[src/rtl/pg_masked_serial_adder_if.sv]
// Operand/result bundle for the bit-serial masked adder. The slave modport is
// the adder side, the master modport is the share-generation/consumer side.
interface pg_masked_serial_adder_if #(
  parameter int WIDTH = 8
);
  // Valid/ready: a transfer happens on a rising edge where valid and ready are
  // both high; valid must not wait on ready, and ready never depends on valid.
  logic             i_valid;
  logic             o_ready;
  logic [WIDTH-1:0] i_a0;
  logic [WIDTH-1:0] i_a1;
  logic [WIDTH-1:0] i_b0;
  logic [WIDTH-1:0] i_b1;
  logic [1:0]       i_rnd;
  logic             o_rnd_req;
  logic             o_valid;
  logic             i_ready;
  logic [WIDTH-1:0] o_s0;
  logic [WIDTH-1:0] o_s1;
  logic             o_c0;
  logic             o_c1;

  modport slave (
    input  i_valid, i_a0, i_a1, i_b0, i_b1, i_rnd, i_ready,
    output o_ready, o_rnd_req, o_valid, o_s0, o_s1, o_c0, o_c1
  );

  modport master (
    output i_valid, i_a0, i_a1, i_b0, i_b1, i_rnd, i_ready,
    input  o_ready, o_rnd_req, o_valid, o_s0, o_s1, o_c0, o_c1
  );
endinterface

[src/rtl/pg_masked_serial_adder.sv]
// First-order masked bit-serial ripple-carry adder: one propagate/generate cell,
// a registered DOM AND for the carry, two cycles (PH0/PH1) per bit position.
module pg_masked_serial_adder #(
  parameter int WIDTH = 8
) (
  input  logic       clk,
  input  logic       rst,
  pg_masked_serial_adder_if.slave bus,
  output logic [1:0] dbg_state
);
  localparam int KW = $clog2(WIDTH);

  typedef enum logic [1:0] {
    IDLE = 2'd0,
    PH0  = 2'd1,
    PH1  = 2'd2,
    DONE = 2'd3
  } state_t;

  state_t state_q;
  state_t state_d;

  logic [WIDTH-1:0] a0_sr, a1_sr, b0_sr, b1_sr;
  logic [WIDTH-1:0] s0_q, s1_q;
  logic [KW-1:0]    k_q;
  logic             c0_q, c1_q;
  logic             p0_q, p1_q, g0_q, g1_q;
  logic             in0_q, in1_q, cr0_q, cr1_q;

  logic last_bit;
  logic p0, p1, g0, g1;
  logic r0, z;

  assign last_bit = (k_q == KW'(WIDTH - 1));
  assign r0       = bus.i_rnd[0];
  assign z        = bus.i_rnd[1];

  // pg_masked cell: p is linear per share; g is a masked AND refreshed by r0.
  always_comb begin
    p0 = a0_sr[0] ^ b0_sr[0];
    p1 = a1_sr[0] ^ b1_sr[0];
    g0 = (a0_sr[0] & b0_sr[0]) ^ ((a0_sr[0] & b1_sr[0]) ^ r0);
    g1 = (a1_sr[0] & b1_sr[0]) ^ ((a1_sr[0] & b0_sr[0]) ^ r0);
  end

  always_ff @(posedge clk) begin
    if (rst) state_q <= IDLE;
    else     state_q <= state_d;
  end

  always_comb begin
    state_d = state_q;
    case (state_q)
      IDLE:    if (bus.i_valid) state_d = PH0;
      PH0:     state_d = PH1;
      PH1:     state_d = last_bit ? DONE : PH0;
      DONE:    if (bus.i_ready) state_d = IDLE;
      default: state_d = IDLE;
    endcase
  end

  assign bus.o_ready   = (state_q == IDLE);
  assign bus.o_rnd_req = (state_q == PH0);
  assign bus.o_valid   = (state_q == DONE);
  assign bus.o_s0      = s0_q;
  assign bus.o_s1      = s1_q;
  assign bus.o_c0      = c0_q;
  assign bus.o_c1      = c1_q;
  assign dbg_state     = state_q;

  always_ff @(posedge clk) begin
    if (rst) begin
      a0_sr <= '0;
      a1_sr <= '0;
      b0_sr <= '0;
      b1_sr <= '0;
      s0_q  <= '0;
      s1_q  <= '0;
      k_q   <= '0;
      c0_q  <= 1'b0;
      c1_q  <= 1'b0;
      p0_q  <= 1'b0;
      p1_q  <= 1'b0;
      g0_q  <= 1'b0;
      g1_q  <= 1'b0;
      in0_q <= 1'b0;
      in1_q <= 1'b0;
      cr0_q <= 1'b0;
      cr1_q <= 1'b0;
    end else begin
      case (state_q)
        IDLE: begin
          if (bus.i_valid) begin
            a0_sr <= bus.i_a0;
            a1_sr <= bus.i_a1;
            b0_sr <= bus.i_b0;
            b1_sr <= bus.i_b1;
            c0_q  <= 1'b0;
            c1_q  <= 1'b0;
            k_q   <= '0;
          end
        end
        PH0: begin
          p0_q  <= p0;
          p1_q  <= p1;
          g0_q  <= g0;
          g1_q  <= g1;
          in0_q <= p0 & c0_q;
          in1_q <= p1 & c1_q;
          // Cross-domain products are refreshed by z and registered here so
          // they never meet the other domain's terms combinationally.
          cr0_q <= (p0 & c1_q) ^ z;
          cr1_q <= (p1 & c0_q) ^ z;
        end
        PH1: begin
          s0_q[k_q] <= p0_q ^ c0_q;
          s1_q[k_q] <= p1_q ^ c1_q;
          c0_q      <= g0_q ^ in0_q ^ cr0_q;
          c1_q      <= g1_q ^ in1_q ^ cr1_q;
          a0_sr     <= a0_sr >> 1;
          a1_sr     <= a1_sr >> 1;
          b0_sr     <= b0_sr >> 1;
          b1_sr     <= b1_sr >> 1;
          k_q       <= k_q + KW'(1);
        end
        default: ;
      endcase
    end
  end
endmodule
[src/flat_wrapper.sv]
// flat-port wrapper written by rule: the top's interface ports become plain ports
module pg_masked_serial_adder_flat 
#(
  parameter int WIDTH = 8
)
  (clk, rst, dbg_state, bus_i_valid, bus_i_a0, bus_i_a1, bus_i_b0, bus_i_b1, bus_i_rnd, bus_i_ready, bus_o_ready, bus_o_rnd_req, bus_o_valid, bus_o_s0, bus_o_s1, bus_o_c0, bus_o_c1);
  pg_masked_serial_adder_if #(.WIDTH(WIDTH)) bus_i ();
  input  logic clk;
  input  logic rst;
  output logic [1:0] dbg_state;
  input wire logic [$bits(bus_i.i_valid)-1:0] bus_i_valid;
  input wire logic [$bits(bus_i.i_a0)-1:0] bus_i_a0;
  input wire logic [$bits(bus_i.i_a1)-1:0] bus_i_a1;
  input wire logic [$bits(bus_i.i_b0)-1:0] bus_i_b0;
  input wire logic [$bits(bus_i.i_b1)-1:0] bus_i_b1;
  input wire logic [$bits(bus_i.i_rnd)-1:0] bus_i_rnd;
  input wire logic [$bits(bus_i.i_ready)-1:0] bus_i_ready;
  output wire logic [$bits(bus_i.o_ready)-1:0] bus_o_ready;
  output wire logic [$bits(bus_i.o_rnd_req)-1:0] bus_o_rnd_req;
  output wire logic [$bits(bus_i.o_valid)-1:0] bus_o_valid;
  output wire logic [$bits(bus_i.o_s0)-1:0] bus_o_s0;
  output wire logic [$bits(bus_i.o_s1)-1:0] bus_o_s1;
  output wire logic [$bits(bus_i.o_c0)-1:0] bus_o_c0;
  output wire logic [$bits(bus_i.o_c1)-1:0] bus_o_c1;
  assign bus_i.i_valid = bus_i_valid;
  assign bus_i.i_a0 = bus_i_a0;
  assign bus_i.i_a1 = bus_i_a1;
  assign bus_i.i_b0 = bus_i_b0;
  assign bus_i.i_b1 = bus_i_b1;
  assign bus_i.i_rnd = bus_i_rnd;
  assign bus_i.i_ready = bus_i_ready;
  assign bus_o_ready = bus_i.o_ready;
  assign bus_o_rnd_req = bus_i.o_rnd_req;
  assign bus_o_valid = bus_i.o_valid;
  assign bus_o_s0 = bus_i.o_s0;
  assign bus_o_s1 = bus_i.o_s1;
  assign bus_o_c0 = bus_i.o_c0;
  assign bus_o_c1 = bus_i.o_c1;
  pg_masked_serial_adder #(.WIDTH(WIDTH)) u_core (.clk(clk), .rst(rst), .bus(bus_i), .dbg_state(dbg_state));
endmodule
[config.mk]
export PLATFORM = sky130hd
export DESIGN_NAME = pg_masked_serial_adder_flat
export DESIGN_NICKNAME = d
export VERILOG_FILES = /design/src/rtl/pg_masked_serial_adder_if.sv /design/src/rtl/pg_masked_serial_adder.sv /design/src/flat_wrapper.sv
export SDC_FILE = /design/constraint.sdc
export NUM_CORES = 1
export LEC_CHECK = 0
export ABC_CLOCK_PERIOD_IN_PS = 1600
export CELL_PAD_IN_SITES_DETAIL_PLACEMENT = 1
export CELL_PAD_IN_SITES_GLOBAL_PLACEMENT = 1
export CORE_MARGIN = 2
export CORE_UTILIZATION = 38
export DETAILED_ROUTE_END_ITERATION = 7
export HOLD_SLACK_MARGIN = 0.05
export PLACE_DENSITY = 0.78
export REMOVE_ABC_BUFFERS = 1
export SETUP_SLACK_MARGIN = 0.2
export SLEW_MARGIN = 20
export SYNTH_ARGS = -nofsm -noshare
export SYNTH_HDL_FRONTEND = slang
export SYNTH_SLANG_ARGS = --single-unit
[constraint.sdc]
create_clock -name clk -period 1.6 [get_ports clk]
set_clock_uncertainty 0.1 [all_clocks]
set_input_delay 0.48 -clock clk [delete_from_list [all_inputs] [get_ports clk]]
set_output_delay 0.48 -clock clk [all_outputs]
set_load 0.005 [all_outputs]
# After elaboration in Yosys (flattened, before gate mapping)

Index checks and enable logic that the tools add are counted.

Register bits after elaboration: 63
Input port bits: 38
Output and inout bits: 23
Word-level logic and storage cells: 75

Add/subtract/negate cells: 1
$lt $le $gt $ge: 2
Equality and inequality tests: 6
Multiplexer cells: 21
Bitwise gates (word level): 22
Reductions and logical operators: 5

Operator list:

| cell                  | count |
|---|---|
| $pmux W8 S2           | 4 |
| $mux W8               | 4 |
| $bwmux W8             | 2 |
| $xor A1 B1 Y1         | 14 |
| $and A1 B1 Y1         | 8 |
| $pmux W2 S4           | 1 |
| $mux W2               | 3 |
| $pmux W3 S2           | 1 |
| $eq A2 B2 Y1 const B  | 2 |
| $lt A3 B4 Y1 const B  | 1 |
| $ne A2 B2 Y1 const B  | 2 |
| $pmux W1 S2           | 2 |
| $reduce_and A2 Y1     | 2 |
| $add A3 B1 Y3 const B | 1 |
| $demux W1 S3          | 1 |
| $eq A3 B3 Y1 const B  | 1 |
| $ge A3 B1 Y1 const B  | 1 |
| $mux W3               | 1 |
| $eq A2 B1 Y1 const B  | 1 |
| $logic_not A2 Y1      | 1 |
| $mux W1               | 2 |
| $reduce_bool A2 Y1    | 1 |
| $logic_and A1 B1 Y1   | 1 |

# Logic depth before layout (Yosys ltp)

Gate-level depths: netlist of run 1.

Depth in word-level cells: 5
Depth in mapped cells: 6
Gate-level depth less buffers: 4

# Worst setup path before layout of run 1

No wires, ideal clock.

Path kind: register to output
From: reg u_core.state_q[1] (netlist: u_core.dbg_state[1])
To: out bus_o_rnd_req
Arrival: 0.849 ns
Required time: 1.020 ns
Setup slack: 0.171 ns
Cell stages (with the launch flop): 5
Path buffers: 2
Cells stage by stage: dfxtp_1 > nand2b_1 > buf_2 > inv_1 > buf_2

Longest elaborated chain between the ends: 1

Ends and longest elaborated chain:

| element                | line                         | source |
|---|---|---|
| from (decl)            | pg_masked_serial_adder.sv:20 | `state_t state_q;` |
| from (signal assigned) | pg_masked_serial_adder.sv:48 | `else state_q <= state_d;` |
| $eq A2 B1 Y1           | pg_masked_serial_adder.sv:63 | `assign bus.o_rnd_req = (state_q == PH0);` |
| to (decl)              | flat_wrapper.sv:19           | `output wire logic [$bits(bus_i.o_rnd_req)-1:0] bus_o_rnd_req;` |

No other way between the ends.

# Worst setup path after layout of run 1

Ends and elaborated chain as after synthesis.

==> summary.txt, run 1 <==
Setup path
  • Req. time, crit path: 1.02 ns
  • Crit-path cells: buf_6 -> nand2b_4 -> inv_2 -> buf_6
  • Critical path's largest stage delay: 0.37 ns
  • Critical-path maximum fanout: 3
  • Crit path capture type: output port
  • CP max-delay cell: dfxtp_4
  • Crit Path Class: flop to output port
  • Startpoint types: flop
  • Top cell by count, worst path: buf_6
  • WP data arrival: 1.16 ns

Synth
  • Ys async rst share: 0%
  • Synth Register Bits: 63
  • Yosys warnings: 0
  • Post-synth EDFFs: 0
  • Syn Inst Count: 287
  • Seq/Total Area, Yosys: 45.1%
  • Synth top area cells: dfxtp_1, mux2i_1, a211oi_1
  • Netlist cell types: 33
  • Cell taking the most area after synthesis: dfxtp_1
  • Syn Area/Cell: 9.75 µm²
  • Post-synth top area share: 45.1%
  • Most used DFF post-synth: dfxtp_1
  • Mapped Area: 0.00280 mm²

Drt
  • # DRC: 0
  • DR iter-0 viols: 128
  • 1st-pass router iterations: 4
  • Via count: 2892
  • Post-route ant nets: 0
  • Wirelength per Cell: 25.5 µm
  • WL final: 13.0 mm
  • Via-per-instance ratio: 5.68

Finish
  • Layout area overhead: 75.6%
  • Nets@finish: 448
  • Most frequent cells in the layout: dfxtp_1, buf_4, clkdlybuf4s50_1, a211oi_2, buf_6
  • Share of cells above drive strength 1: 53.2%
  • Most common cell after layout, fill and taps aside: dfxtp_1
  • Post-route cell area: 0.00491 mm²
  • Ant diodes: 0

Global routing
  • First-pass GRT wire length: 17.3 mm
  • Pin count of the biggest net entering global routing: 22
  • Total gr overflow: 0
  • GRT Util Overall: 27.6%
  • Antenna violations before repair: 0
  • Vias in the first global route: 3117

STA
  • Min Hold Slack: 0.399 ns
  • Total negative slack: -0.587 ns
  • FMAX: 575 MHz
  • Setup violators final: 16
  • Fin. Hold Viols: 0
  • Worst-Margin Slew: 0.668 ns
  • Final Max Slew Viols: 0
  • Setup ws final: -0.138 ns
  • Relative slew margins: 55.2%
  • Final Critical Period: 1.74 ns
  • RSZ-0062 raised after global routing: true
  • Period utilisation layout: 109%

Placed design
  • Final Wtd Congestion: 0.731
  • Placed cell area: 0.00363 mm²
  • Port bufs: 60
  • DPL Wire Length: 4.92 mm

Power and ir drop
  • Sequential power share: 39.6%
  • Internal power: 0.00315 W
  • Switching power: 0.00134 W
  • Net Sw Frac: 29.8%
  • Clock power share: 36.1%
  • Combinational share of power: 24.3%
  • Max VDD drop: 521 µV
  • Cell Pwr Density: 913 mW/mm²
  • Static Leakage: 1.86 nW

Status
  • Status: finished with violations
  • Failing checks: negative setup slack

Floorplan
  • Die Wd: 89.8 µm
  • Core ar.: 0.00718 mm²
  • Site Rows: 31
  • Starting Density: 39.0%
  • I/O pins: 61
  • Die span in y: 89.8 µm
  • Die Footprint: 0.00807 mm²

Clock tree
  • H-Tree Depth: 3
  • Clk Latency, worst-skew pair: 0.36 ns
  • TritonCTS Buffers: 9
  • CTS tree: yes
  • Clk sinks: 63
  • CTS Root Buffer Type: clkbuf_8
  • Maximum clock path buffer count: 2
  • Cts hold-fix bufs: 0
  • Reg clk slew, reported paths: 0.08 ns

Min path
  • Hold Crit Class: flop to flop

Run
  • Total of max-cap violations: 0
[power groups by stage]
stage          Sequential (W)  Combinational (W)  Clock (W)
2_1_floorplan         0.00176           0.000257          0
3_3_place_gp          0.00175           0.000544          0
6_report              0.00178            0.00109    0.00162
3_5_place_dp          0.00176           0.000565          0
5_1_grt               0.00178            0.00114    0.00170
4_1_cts               0.00174           0.000902    0.00155
[Yosys cell counts (3+ instances only)]
cell type / n
xor2_1: 6
buf_4: 4
nand2_1: 12
nand3_1: 4
nand2b_1: 3
mux2i_1: 29
a21oi_2: 3
buf_2: 9
and2_1: 3
xnor2_1: 4
nor2_1: 38
ha_1: 4
buf_6: 4
nor2b_1: 3
a21oi_1: 21
clkbuf_1: 9
o21ai_0: 4
a311oi_1: 12
a211oi_1: 31
dfxtp_1: 63
[stage by stage]
stage	util [%]	power [W]	cells	setup slack [ns]
after floorplan	-	0.00202	261	-1.07
after global placement	50.6	0.00230	447	-0.225
after detailed placement	50.6	0.00232	447	-0.288
after CTS	63.9	0.00420	492	-0.105
after global routing	68.5	0.00462	509	-0.163
final	68.5	0.00449	509	-0.138
[cells by family after synthesis]
group | count (synthesis) | share of synthesized area [%]
buffers and inverters | 27 | 5.63
adder cells (fa/ha/maj) | 4 | 1.79
multiplexers | 29 | 10.4
XOR/XNOR | 10 | 3.13
AO/OA/AOI/OAI | 83 | 21.8
AND/OR/NAND/NOR | 71 | 12.2
flip-flops | 63 | 45.1
[worst paths after layout]
path                                    start                         endpoint  slack (ns)  cells past startpoint
max          u_core.dbg_state[1]$_SDFFE_PP0P_                    bus_o_rnd_req       -0.14                      4
max reg2reg  u_core.dbg_state[1]$_SDFFE_PP0P_  u_core.bus.o_s0[2]$_SDFFE_PP0P_       -0.10                      6
min reg2reg         u_core.in1_q$_SDFFE_PP0P_        u_core.in1_q$_SDFFE_PP0P_        0.40                      2
min                 u_core.in1_q$_SDFFE_PP0P_        u_core.in1_q$_SDFFE_PP0P_        0.40                      2
[registers in the layout, indices dropped and copies added (netlist names), 2 cells and up]
name and flops:
u_core.a1_sr 8, u_core.b0_sr 8, u_core.a0_sr 8, u_core.bus.o_s0 8, u_core.b1_sr 8, u_core.bus.o_s1 8, u_core.dbg_state 2, u_core.k_q 3
[routing by layer]
metal  wire [µm]  GRT usage, %  share of wire, %  up-vias
li1            -             -                 -     1288
met1        4930          30.7                38     1454
met2        6970          50.4                54      114
met3         622          7.38               4.8       36
met4         452          10.3               3.5        0
met5           0             0                 0        -
[what timing repair did]
| action | in CTS | in global routing |
|---|---|---|
| buffers inserted | 23 | 17 |
| gates resized for setup | 223 | 45 |
| pin swaps | 12 | 22 |
| setup endpoints to repair | 73 | 72 |
| gates cloned | 7 | 0 |
[final cells by class]
type	instances	area [µm²]
multi-input cells	198	1860
repair buffers	133	1420
clock buffers	11	141
flip-flops and latches	63	1300
well taps	99	124
inverters	1	3.75
clock inverters	4	70.1
fillers	703	2260
[critical path, delay by kind of cell (launching register included)]
kind                   cells  cell delay, ns
flip-flops                 1            0.37
buffers and inverters      3            0.29
AND/OR/NAND/NOR            1            0.14
Power figures use the tool's default switching activity.
==> inputs of run 2 (changes only) <==
--- a/config.mk
+++ b/config.mk
@@ -6,6 +6,7 @@
 export NUM_CORES = 1
 export LEC_CHECK = 0
 export ABC_CLOCK_PERIOD_IN_PS = 1600
+export CAP_MARGIN = 5
 export CELL_PAD_IN_SITES_DETAIL_PLACEMENT = 1
 export CELL_PAD_IN_SITES_GLOBAL_PLACEMENT = 1
 export CORE_MARGIN = 2
==> results of run 2 <==
Same layout as run 1: the final DEF is identical, and so are final timing and power.
